<file path="src/rtl/elevator_pkg.sv">
// Shared constants, state encoding and SCAN helpers for the elevator call panel.
package elevator_pkg;

    localparam int unsigned NFLR = 3;

    localparam logic [NFLR-1:0] F1 = 3'b001;
    localparam logic [NFLR-1:0] F2 = 3'b010;
    localparam logic [NFLR-1:0] F3 = 3'b100;

    localparam logic UP   = 1'b1;
    localparam logic DOWN = 1'b0;

    typedef enum logic [1:0] {
        IDLE  = 2'd0,
        ISSUE = 2'd1,
        DOOR  = 2'd2
    } panel_state_e;

    // Nearest pending floor strictly above the current floor, one-hot or zero.
    function automatic logic [NFLR-1:0] scan_up(input logic [NFLR-1:0] pend,
                                                input logic [NFLR-1:0] cur);
        logic [NFLR-1:0] r;
        r = '0;
        case (cur)
            F1: begin
                if (pend[1])      r = F2;
                else if (pend[2]) r = F3;
            end
            F2: if (pend[2]) r = F3;
            default: r = '0;
        endcase
        return r;
    endfunction

    // Nearest pending floor strictly below the current floor, one-hot or zero.
    function automatic logic [NFLR-1:0] scan_down(input logic [NFLR-1:0] pend,
                                                  input logic [NFLR-1:0] cur);
        logic [NFLR-1:0] r;
        r = '0;
        case (cur)
            F3: begin
                if (pend[1])      r = F2;
                else if (pend[0]) r = F1;
            end
            F2: if (pend[0]) r = F1;
            default: r = '0;
        endcase
        return r;
    endfunction

endpackage

</file>
<file path="src/rtl/elevator_call_panel_if.sv">
// Request/status bundle between the call panel (master) and the elevator controller.
interface elevator_call_panel_if;
    logic [3:1] Req;
    logic       FLR1;
    logic       FLR2;
    logic       FLR3;
    logic       Door;

    modport master (output Req, input FLR1, FLR2, FLR3, Door);
    modport slave  (input Req, output FLR1, FLR2, FLR3, Door);
endinterface

</file>
<file path="src/rtl/btn_debounce.sv">
// One button: 2-FF synchronizer, stability counter and rising-edge press pulse.
module btn_debounce #(
    parameter int unsigned DEB_CYCLES = 16,
    parameter int unsigned DEB_W      = 8
) (
    input  logic clk,
    input  logic rst_n,
    input  logic btn_i,
    output logic press_o
);

    localparam logic [DEB_W-1:0] CNT_LAST = DEB_W'(DEB_CYCLES - 1);

    logic             sync1_q;
    logic             sync2_q;
    logic             level_q, level_d;
    logic             press_q, press_d;
    logic [DEB_W-1:0] cnt_q, cnt_d;

    // Count consecutive samples that disagree with the accepted level; accept on the last.
    always_comb begin
        cnt_d   = '0;
        level_d = level_q;
        if (sync2_q != level_q) begin
            if (cnt_q == CNT_LAST) level_d = sync2_q;
            else                   cnt_d   = cnt_q + DEB_W'(1);
        end
        press_d = level_d & ~level_q;
    end

    // Synchronizer, debounce state and registered press pulse.
    always_ff @(posedge clk or negedge rst_n) begin
        if (!rst_n) begin
            sync1_q <= 1'b0;
            sync2_q <= 1'b0;
            level_q <= 1'b0;
            press_q <= 1'b0;
            cnt_q   <= '0;
        end else begin
            sync1_q <= btn_i;
            sync2_q <= sync1_q;
            level_q <= level_d;
            press_q <= press_d;
            cnt_q   <= cnt_d;
        end
    end

    assign press_o = press_q;

endmodule

</file>
<file path="src/rtl/elevator_call_panel.sv">
// Call panel: debounced buttons, pending-call latch, SCAN target choice, one-hot Req.
module elevator_call_panel
    import elevator_pkg::*;
#(
    parameter int unsigned DEB_CYCLES = 16,
    parameter int unsigned DEB_W      = 8
) (
    input  logic                         clk,
    input  logic                         Reset,
    input  logic [3:1]                   Btn,
    elevator_call_panel_if.master        ctl,
    output logic [3:1]                   CallLamp,
    output logic                         Dir
);

    logic [NFLR-1:0] press;
    panel_state_e    state_q, state_d;
    logic [NFLR-1:0] tgt_q, tgt_d;
    logic [NFLR-1:0] req_q, req_d;
    logic [NFLR-1:0] pend_q, pend_d;
    logic [NFLR-1:0] cur_q, cur_d;
    logic            dir_q, dir_d;
    logic [NFLR-1:0] flr_c, up_c, dn_c, sel_c, clr_c, drop_c;
    logic            sel_dir_c;

    for (genvar g = 0; g < NFLR; g++) begin : g_deb
        btn_debounce #(
            .DEB_CYCLES (DEB_CYCLES),
            .DEB_W      (DEB_W)
        ) u_deb (
            .clk     (clk),
            .rst_n   (Reset),
            .btn_i   (Btn[g+1]),
            .press_o (press[g])
        );
    end

    // Current floor follows the controller only when exactly one floor flag is up.
    always_comb begin
        flr_c = {ctl.FLR3, ctl.FLR2, ctl.FLR1};
        cur_d = cur_q;
        case (flr_c)
            F1, F2, F3: cur_d = flr_c;
            default:    cur_d = cur_q;
        endcase
    end

    // SCAN choice: here first, then ahead in Dir, else reverse and flip Dir.
    always_comb begin
        up_c      = scan_up(pend_q, cur_d);
        dn_c      = scan_down(pend_q, cur_d);
        sel_c     = '0;
        sel_dir_c = dir_q;
        if ((pend_q & cur_d) != '0) begin
            sel_c = cur_d;
        end else if (dir_q == UP) begin
            if (up_c != '0) sel_c = up_c;
            else begin
                sel_c     = dn_c;
                sel_dir_c = DOWN;
            end
        end else begin
            if (dn_c != '0) sel_c = dn_c;
            else begin
                sel_c     = up_c;
                sel_dir_c = UP;
            end
        end
    end

    // Panel FSM next state, request and pending-set update (service clear beats a press).
    always_comb begin
        state_d = state_q;
        tgt_d   = tgt_q;
        req_d   = '0;
        dir_d   = dir_q;
        clr_c   = '0;
        drop_c  = '0;
        case (state_q)
            IDLE: begin
                if (pend_q != '0) begin
                    tgt_d   = sel_c;
                    dir_d   = sel_dir_c;
                    state_d = ISSUE;
                end
            end
            ISSUE: begin
                req_d = tgt_q;
                if (ctl.Door && (cur_d == tgt_q)) begin
                    clr_c   = tgt_q;
                    req_d   = '0;
                    state_d = DOOR;
                end
            end
            DOOR: begin
                drop_c = cur_d;
                if (!ctl.Door) state_d = IDLE;
            end
            default: state_d = IDLE;
        endcase
        pend_d = (pend_q | (press & ~drop_c)) & ~clr_c;
    end

    // State and output registers.
    always_ff @(posedge clk or negedge Reset) begin
        if (!Reset) begin
            state_q <= IDLE;
            tgt_q   <= '0;
            req_q   <= '0;
            pend_q  <= '0;
            cur_q   <= F1;
            dir_q   <= UP;
        end else begin
            state_q <= state_d;
            tgt_q   <= tgt_d;
            req_q   <= req_d;
            pend_q  <= pend_d;
            cur_q   <= cur_d;
            dir_q   <= dir_d;
        end
    end

    assign ctl.Req  = req_q;
    assign CallLamp = pend_q;
    assign Dir      = dir_q;

endmodule

</file>
<file path="src/flat_wrapper.sv">
// flat-port wrapper written by rule: the top's interface ports become plain ports
module elevator_call_panel_flat import elevator_pkg::*;
#(
    parameter int unsigned DEB_CYCLES = 16,
    parameter int unsigned DEB_W      = 8
)
  (clk, Reset, Btn, CallLamp, Dir, ctl_Req, ctl_FLR1, ctl_FLR2, ctl_FLR3, ctl_Door);
  elevator_call_panel_if ctl_i ();
  input  logic clk;
  input  logic Reset;
  input  logic [3:1] Btn;
  output logic [3:1] CallLamp;
  output logic Dir;
  output wire logic [$bits(ctl_i.Req)-1:0] ctl_Req;
  input wire logic [$bits(ctl_i.FLR1)-1:0] ctl_FLR1;
  input wire logic [$bits(ctl_i.FLR2)-1:0] ctl_FLR2;
  input wire logic [$bits(ctl_i.FLR3)-1:0] ctl_FLR3;
  input wire logic [$bits(ctl_i.Door)-1:0] ctl_Door;
  assign ctl_Req = ctl_i.Req;
  assign ctl_i.FLR1 = ctl_FLR1;
  assign ctl_i.FLR2 = ctl_FLR2;
  assign ctl_i.FLR3 = ctl_FLR3;
  assign ctl_i.Door = ctl_Door;
  elevator_call_panel #(.DEB_CYCLES(DEB_CYCLES), .DEB_W(DEB_W)) u_core (.clk(clk), .Reset(Reset), .Btn(Btn), .ctl(ctl_i), .CallLamp(CallLamp), .Dir(Dir));
endmodule
</file>
<file path="config.mk">
export PLATFORM = sky130hd
export DESIGN_NAME = elevator_call_panel_flat
export DESIGN_NICKNAME = d
export VERILOG_FILES = /design/src/rtl/elevator_pkg.sv /design/src/rtl/elevator_call_panel_if.sv /design/src/rtl/btn_debounce.sv /design/src/rtl/elevator_call_panel.sv /design/src/flat_wrapper.sv
export SDC_FILE = /design/constraint.sdc
export NUM_CORES = 1
export LEC_CHECK = 0
export ABC_AREA = 1
export ABC_CLOCK_PERIOD_IN_PS = 3530
export CAP_MARGIN = 10
export CELL_PAD_IN_SITES_DETAIL_PLACEMENT = 0
export CELL_PAD_IN_SITES_GLOBAL_PLACEMENT = 1
export CORE_MARGIN = 10
export CORE_UTILIZATION = 48
export CTS_BUF_LIST = sky130_fd_sc_hd__clkbuf_8 sky130_fd_sc_hd__clkbuf_16
export DETAILED_ROUTE_END_ITERATION = 8
export HOLD_SLACK_MARGIN = 0.06
export MAX_ROUTING_LAYER = met4
export PLACE_DENSITY_LB_ADDON = 0.1
export SETUP_SLACK_MARGIN = 0.3
export SLEW_MARGIN = 40
export SYNTH_ARGS = -nofsm -noshare
export SYNTH_HDL_FRONTEND = slang
export SYNTH_SLANG_ARGS = --single-unit
export TNS_END_PERCENT = 100
</file>
<file path="constraint.sdc">
create_clock -name clk -period 3.53 [get_ports clk]
set_input_delay 0.353 -clock clk [delete_from_list [all_inputs] [get_ports clk]]
set_output_delay 0.353 -clock clk [all_outputs]
set_load 0.05 [all_outputs]
</file>
Yosys cells after proc, flatten, opt, wreduce, memory -nomap -nowiden

Cells that the tools add are included.

Reductions and logical operators: 10
Bitwise gates (word level): 13
Multiplexer cells: 35
Eq/ne operators: 18
$add $sub $neg: 3

Operators with widths:

| cell                  | count |
|---|---|
| $mux W8               | 6 |
| $mux W3               | 13 |
| $add A8 B1 Y8 const B | 3 |
| $eq A8 B4 Y1 const B  | 3 |
| $pmux W3 S2           | 2 |
| $reduce_bool A3 Y1    | 4 |
| $mux W1               | 10 |
| $and A3 B3 Y3         | 3 |
| $eq A3 B1 Y1 const B  | 2 |
| $eq A3 B2 Y1 const B  | 2 |
| $eq A3 B3 Y1 const B  | 2 |
| $mux W2               | 3 |
| $not A3 Y3            | 2 |
| $pmux W2 S3           | 1 |
| $reduce_and A3 Y1     | 2 |
| $ne A2 B1 Y1 const B  | 2 |
| $not A1 Y1            | 4 |
| $and A1 B1 Y1         | 3 |
| $eq A3 B3 Y1          | 1 |
| $ne A1 B1 Y1          | 3 |
| $or A3 B3 Y3          | 1 |
| $reduce_or A3 Y1      | 1 |
| $eq A2 B1 Y1 const B  | 1 |
| $eq A2 B2 Y1 const B  | 1 |
| other kinds (4)       | 4 |

Flip-flop bits (word level): 51
Output and inout port bits: 7
Bits of input ports: 9

Logic depth before layout (Yosys ltp)

Word-level depth: 9
Depth in mapped cells: 12
Gate-level depth less buffers: 12

Hierarchy

Synthesis repeated with hierarchy kept, for this count alone.

Cell total of the unflattened synthesis: 311
Area, all modules: 2588.7 um2

By module, submodules not included:

| module                                    | area an instance (um2) | sequential area each (um2) | cells each | instances |
|---|---|---|---|---|
| btn_debounce at u_core.g_deb[0].u_deb ... | 541.8                  | 300.3                      | 63         | 2 |
| elevator_call_panel                       | 968.4                  | 377.9                      | 122        | 1 |
| btn_debounce at u_core.g_deb[1].u_deb     | 536.8                  | 300.3                      | 63         | 1 |

Worst setup path before layout

No wires, ideal clock.

Path kind: reg-to-reg
From: register u_core.pend_q[1] (netlist: u_core.CallLamp[2])
To: register u_core.dir_q (netlist: u_core.Dir)
Period minus slack after synthesis: 1.513 ns
Cell stages (with the launch flop): 8
Buffers on the path: 0
Data required time: 3.450 ns
Slack: 2.017 ns
Setup time: 0.080 ns
Data arrival time: 1.433 ns
Cell sequence: dfrtp_1 > nor3_1 > nor2_1 > inv_1 > nor2_2 > nand4_1 > nand2_1 > o21ai_1

Word-level cells in the longest chain between the ends: 5

Ends and longest elaborated chain:

| what                                  | line                                                 | text |
|---|---|---|
| from (decl)                           | elevator_call_panel.sv:20                            | `logic [NFLR-1:0] pend_q, pend_d;` |
| from (signal assigned)                | elevator_call_panel.sv:117                           | `pend_q <= pend_d;` |
| $mux W3 (on tied branches)            | elevator_pkg.sv:42, elevator_pkg.sv:26               |  |
| $pmux W3 S2 (on tied branches)        | elevator_pkg.sv:40, elevator_pkg.sv:24               |  |
| $reduce_bool A3 Y1 (on tied branches) | elevator_call_panel.sv:63, elevator_call_panel.sv:57 |  |
| $mux W1 (on tied branches)            | elevator_call_panel.sv:63, elevator_call_panel.sv:57 |  |
| $mux W1                               | elevator_call_panel.sv:56                            | `end else if (dir_q == UP) begin` |
| to (signal assigned)                  | elevator_call_panel.sv:119                           | `dir_q <= dir_d;` |
| to (decl)                             | elevator_call_panel.sv:22                            | `logic dir_q, dir_d;` |

Parallel ways exist; a longest one is shown, timed or not.
A chain may end at the register's enable or synchronous reset.

Final worst setup path

From: register u_core.pend_q[1] (netlist: u_core.CallLamp[2])
To: output CallLamp[2] (netlist name)

RTL lines:

| what      | line               | text |
|---|---|---|
| to (decl) | flat_wrapper.sv:12 | `output logic [3:1] CallLamp;` |

No word-level cell between the ends.

==> flow_summary.ini <==
[yosys]
synth_area_leaders = dfrtp_1 (51%), nand2_1 (7.3%), inv_1 (6.4%)
synthMuxAreaShare_pct = 0
syn_area_sq_mm = 0.00242
synth.net_count = 292
synthDistinctLibCells = 26
synth-xor-area-share_pct = 1.81
synth_compound_area_share_pct = 9.32
synth_ff_type = dfrtp_1
synth_top_family_by_area = simple AND/OR/NAND/NOR gates
yosysMostFrequentCell = dfrtp_1
synth_top_area_share_pct = 50.8
yosys_warnings = 0
synthArstFlopShare_pct = 100
synth_edf_count = 0
synth-adder-area-share_pct = 1.55
yosysSeqAreaShare_pct = 52.9
ys_ff_latch = 51
syn_avg_cell_area_sq_um = 8.63
synthTopCellsByCount = dfrtp_1 (49), nand2_1 (47), inv_1 (41), nor2_1 (39), a21oi_1 (15)
yosysTopAreaCell = dfrtp_1
synth-simple-area-share_pct = 27.2
syn_inst = 280

[finish]
fin_cells = 371
syn2layout_area_growth_pct = 13.4
nNetsFinal = 315
diodes = 0
final_util_pct = 57.3
drive_gt1_share_pct = 11.5

[critical_path]
cp_max_fo = 8
crit_buf_inv = 1
r2r_slack_ps = 2110
cp.arrival_ps = 1680
crit_path_start_kind = flop
cp_data_required_time_ps = 3180
path_delay_family = buffers and inverters
cp_cell_sequence = clkdlybuf4s50_1
crit_type = reg -> out
worst_setup_path_end_kind = output pin
slowest_stage = clkdlybuf4s50_1
cpPeakStageDelay_ps = 860

[global_routing]
top_usage_layer = met2
grt_use_met1_pct = 13.3
grt_pass1_vias = 1736
grtUsageMet2_pct = 18.6
grt_pass1_wl_um = 7710
antenna_found_initial = 0
grt_max_degree = 48
grt_usage_pct = 11.4
grt-ovfl-total = 0
met3_usage_pct = 2.88

[cts]
postCtsResizedCells = 0
clk_path_buf_depth = 2
clock_sinks = 51
cts_buffers = 5
hold_buffers = 0
path_clk_slew_ps = 90
tritoncts = yes
root_buffer = clkbuf_8
h-tree-depth = 2
clk_latency_ps = 300
post_cts_buffers = 0

[run_status]
status = completed

[placement]
dpl_worst_slack_ps = 1510
io_buffers = 15
hpwlAfterDp_um = 3250
dp_cells = 363
gp_congestion = 0.794

[timing]
fmaxAchievable_mhz = 491
fin_ws_ps = 1490
tightest_slew_ps = 575
clock_skew_ps = 6.74
slew_headroom_pct = 61.7
setup_tns_ps = 0
setup_viol = 0
rsz0062_at_grt = false
period_share_pct = 57.7
min_period_ps = 2040
finalHoldViolCount = 0
slew_violations = 0

[floorplan]
die_x_um = 90.9
rows = 25
die_area_sq_mm = 0.00827
die_y_um = 90.9
core_area_sq_mm = 0.00479
pin_count = 16
initial_core_util_pct = 50.5

[power_and_ir_drop]
p_leak_nw = 1.29
total_power_mw = 1.53
comb_power_share_pct = 31.4
powerDensity_mw_per_mm2 = 559
ir_drop_mv = 0.253
clkPwrFrac_pct = 21.5
p_int_mw = 0.959
power_switching_mw = 0.573
switching_share_pct = 37.4
pwr-share-seq_pct = 47.1

[detailed_routing]
routed_wirelength_um = 4370
dr.pass1.iters = 4
drtIter0Drc = 64
vias = 1805
drtAntennaViolNets = 0
drc = 0
vias_per_cell = 4.87
wl_per_cell_um = 11.8

[run]
drv_cap = 0

[hold_path]
min_path_type = in -> async
## final cells by class
| cell class | instances | area (sq um) |
|---|---|---|
| fill | 469 | 2050 |
| clock buffer | 5 | 68.8 |
| sequential | 51 | 1280 |
| timing repair buffer | 16 | 155 |
| inverter | 46 | 173 |
| tap | 67 | 83.8 |
| clock inverter | 3 | 16.3 |
| multi-input combinational | 183 | 965 |
## power by group through the flow
stage	logic, mW	registers [mW]	clock network, mW
after CTS	0.489	0.723	0.344
final	0.481	0.722	0.329
after global routing	0.532	0.734	0.365
after detailed placement	0.488	0.734	0
after floorplan	0.231	0.834	0
after global placement	0.486	0.736	0
## cell families after synthesis
| logic type | count (synthesis) |
|---|---|
| compound gates | 39 |
| xor+xnor | 5 |
| fa+ha+maj | 3 |
| buf+inv | 46 |
| flops | 51 |
| simple gates | 136 |
## sequential cells by signal (all words and copies together), names as in the netlist
signal,cells
u_core.CallLamp,3
u_core.Dir,1
u_core.ctl.Req,3
u_core.cur_q,3
u_core.g_deb.u_deb.cnt_q,24
u_core.g_deb.u_deb.level_q,3
u_core.g_deb.u_deb.press_o,3
u_core.g_deb.u_deb.sync1_q,3
u_core.g_deb.u_deb.sync2_q,3
u_core.state_q,2
u_core.tgt_q,3
## cells in the final DEF, fill, tap and decap left out
| master | instances |
|---|---|
| dfrtp_1 | 49 |
| nand2_1 | 47 |
| inv_1 | 42 |
| nor2_1 | 39 |
| a21oi_1 | 15 |
| clkdlybuf4s50_1 | 14 |
| nor3_1 | 12 |
| o21ai_0 | 11 |
| nand3_1 | 10 |
| nand4_1 | 8 |
| o21ai_1 | 6 |
| inv_2 | 5 |
| nand2_2 | 5 |
| clkbuf_8 | 5 |
| nand3b_1 | 4 |
| a21oi_2 | 4 |
| xnor2_1 | 4 |
| nand2_4 | 3 |
| ha_1 | 3 |
| nor2_2 | 2 |
| nand3_4 | 2 |
| nand3_2 | 2 |
| and3_1 | 2 |
| buf_4 | 2 |
| dfstp_2 | 2 |
| o21ai_4 | 1 |
| a21boi_0 | 1 |
| o22ai_1 | 1 |
| xor2_1 | 1 |
| clkinv_2 | 1 |
| clkinvlp_4 | 1 |
## layer usage
metal	up-vias	part of all wire, %
li1	938	-
met4	0	1.4
met1	838	48
met5	-	0
met2	23	48
met3	6	3.1
## through the flow
stage | hold WS, ps | area [sq um]
2_1_floorplan | 57.4 | 2420
3_3_place_gp | 335 | 2650
3_5_place_dp | 340 | 2660
4_1_cts | 60.5 | 2740
5_1_grt | 72.5 | 2740
6_report | 45.8 | 2740
## path summary, 6_finish.rpt
check / startpoint / depth (start not counted) / end
setup / recovery: u_core.CallLamp[2] / 1 / CallLamp[2]
hold / removal: Reset / 1 / u_core.ctl.Req[2]
setup reg to reg: u_core.CallLamp[2] / 7 / u_core.Dir
hold reg to reg: u_core.g_deb[2].u_deb.sync1_q / 0 / u_core.g_deb[2].u_deb.sync2_q
max in group asynchronous: Reset / 2 / u_core.g_deb[2].u_deb.cnt_q[0]
min in group clk: u_core.g_deb[2].u_deb.sync1_q / 0 / u_core.g_deb[2].u_deb.sync2_q
Power figures use the tool's default switching activity.
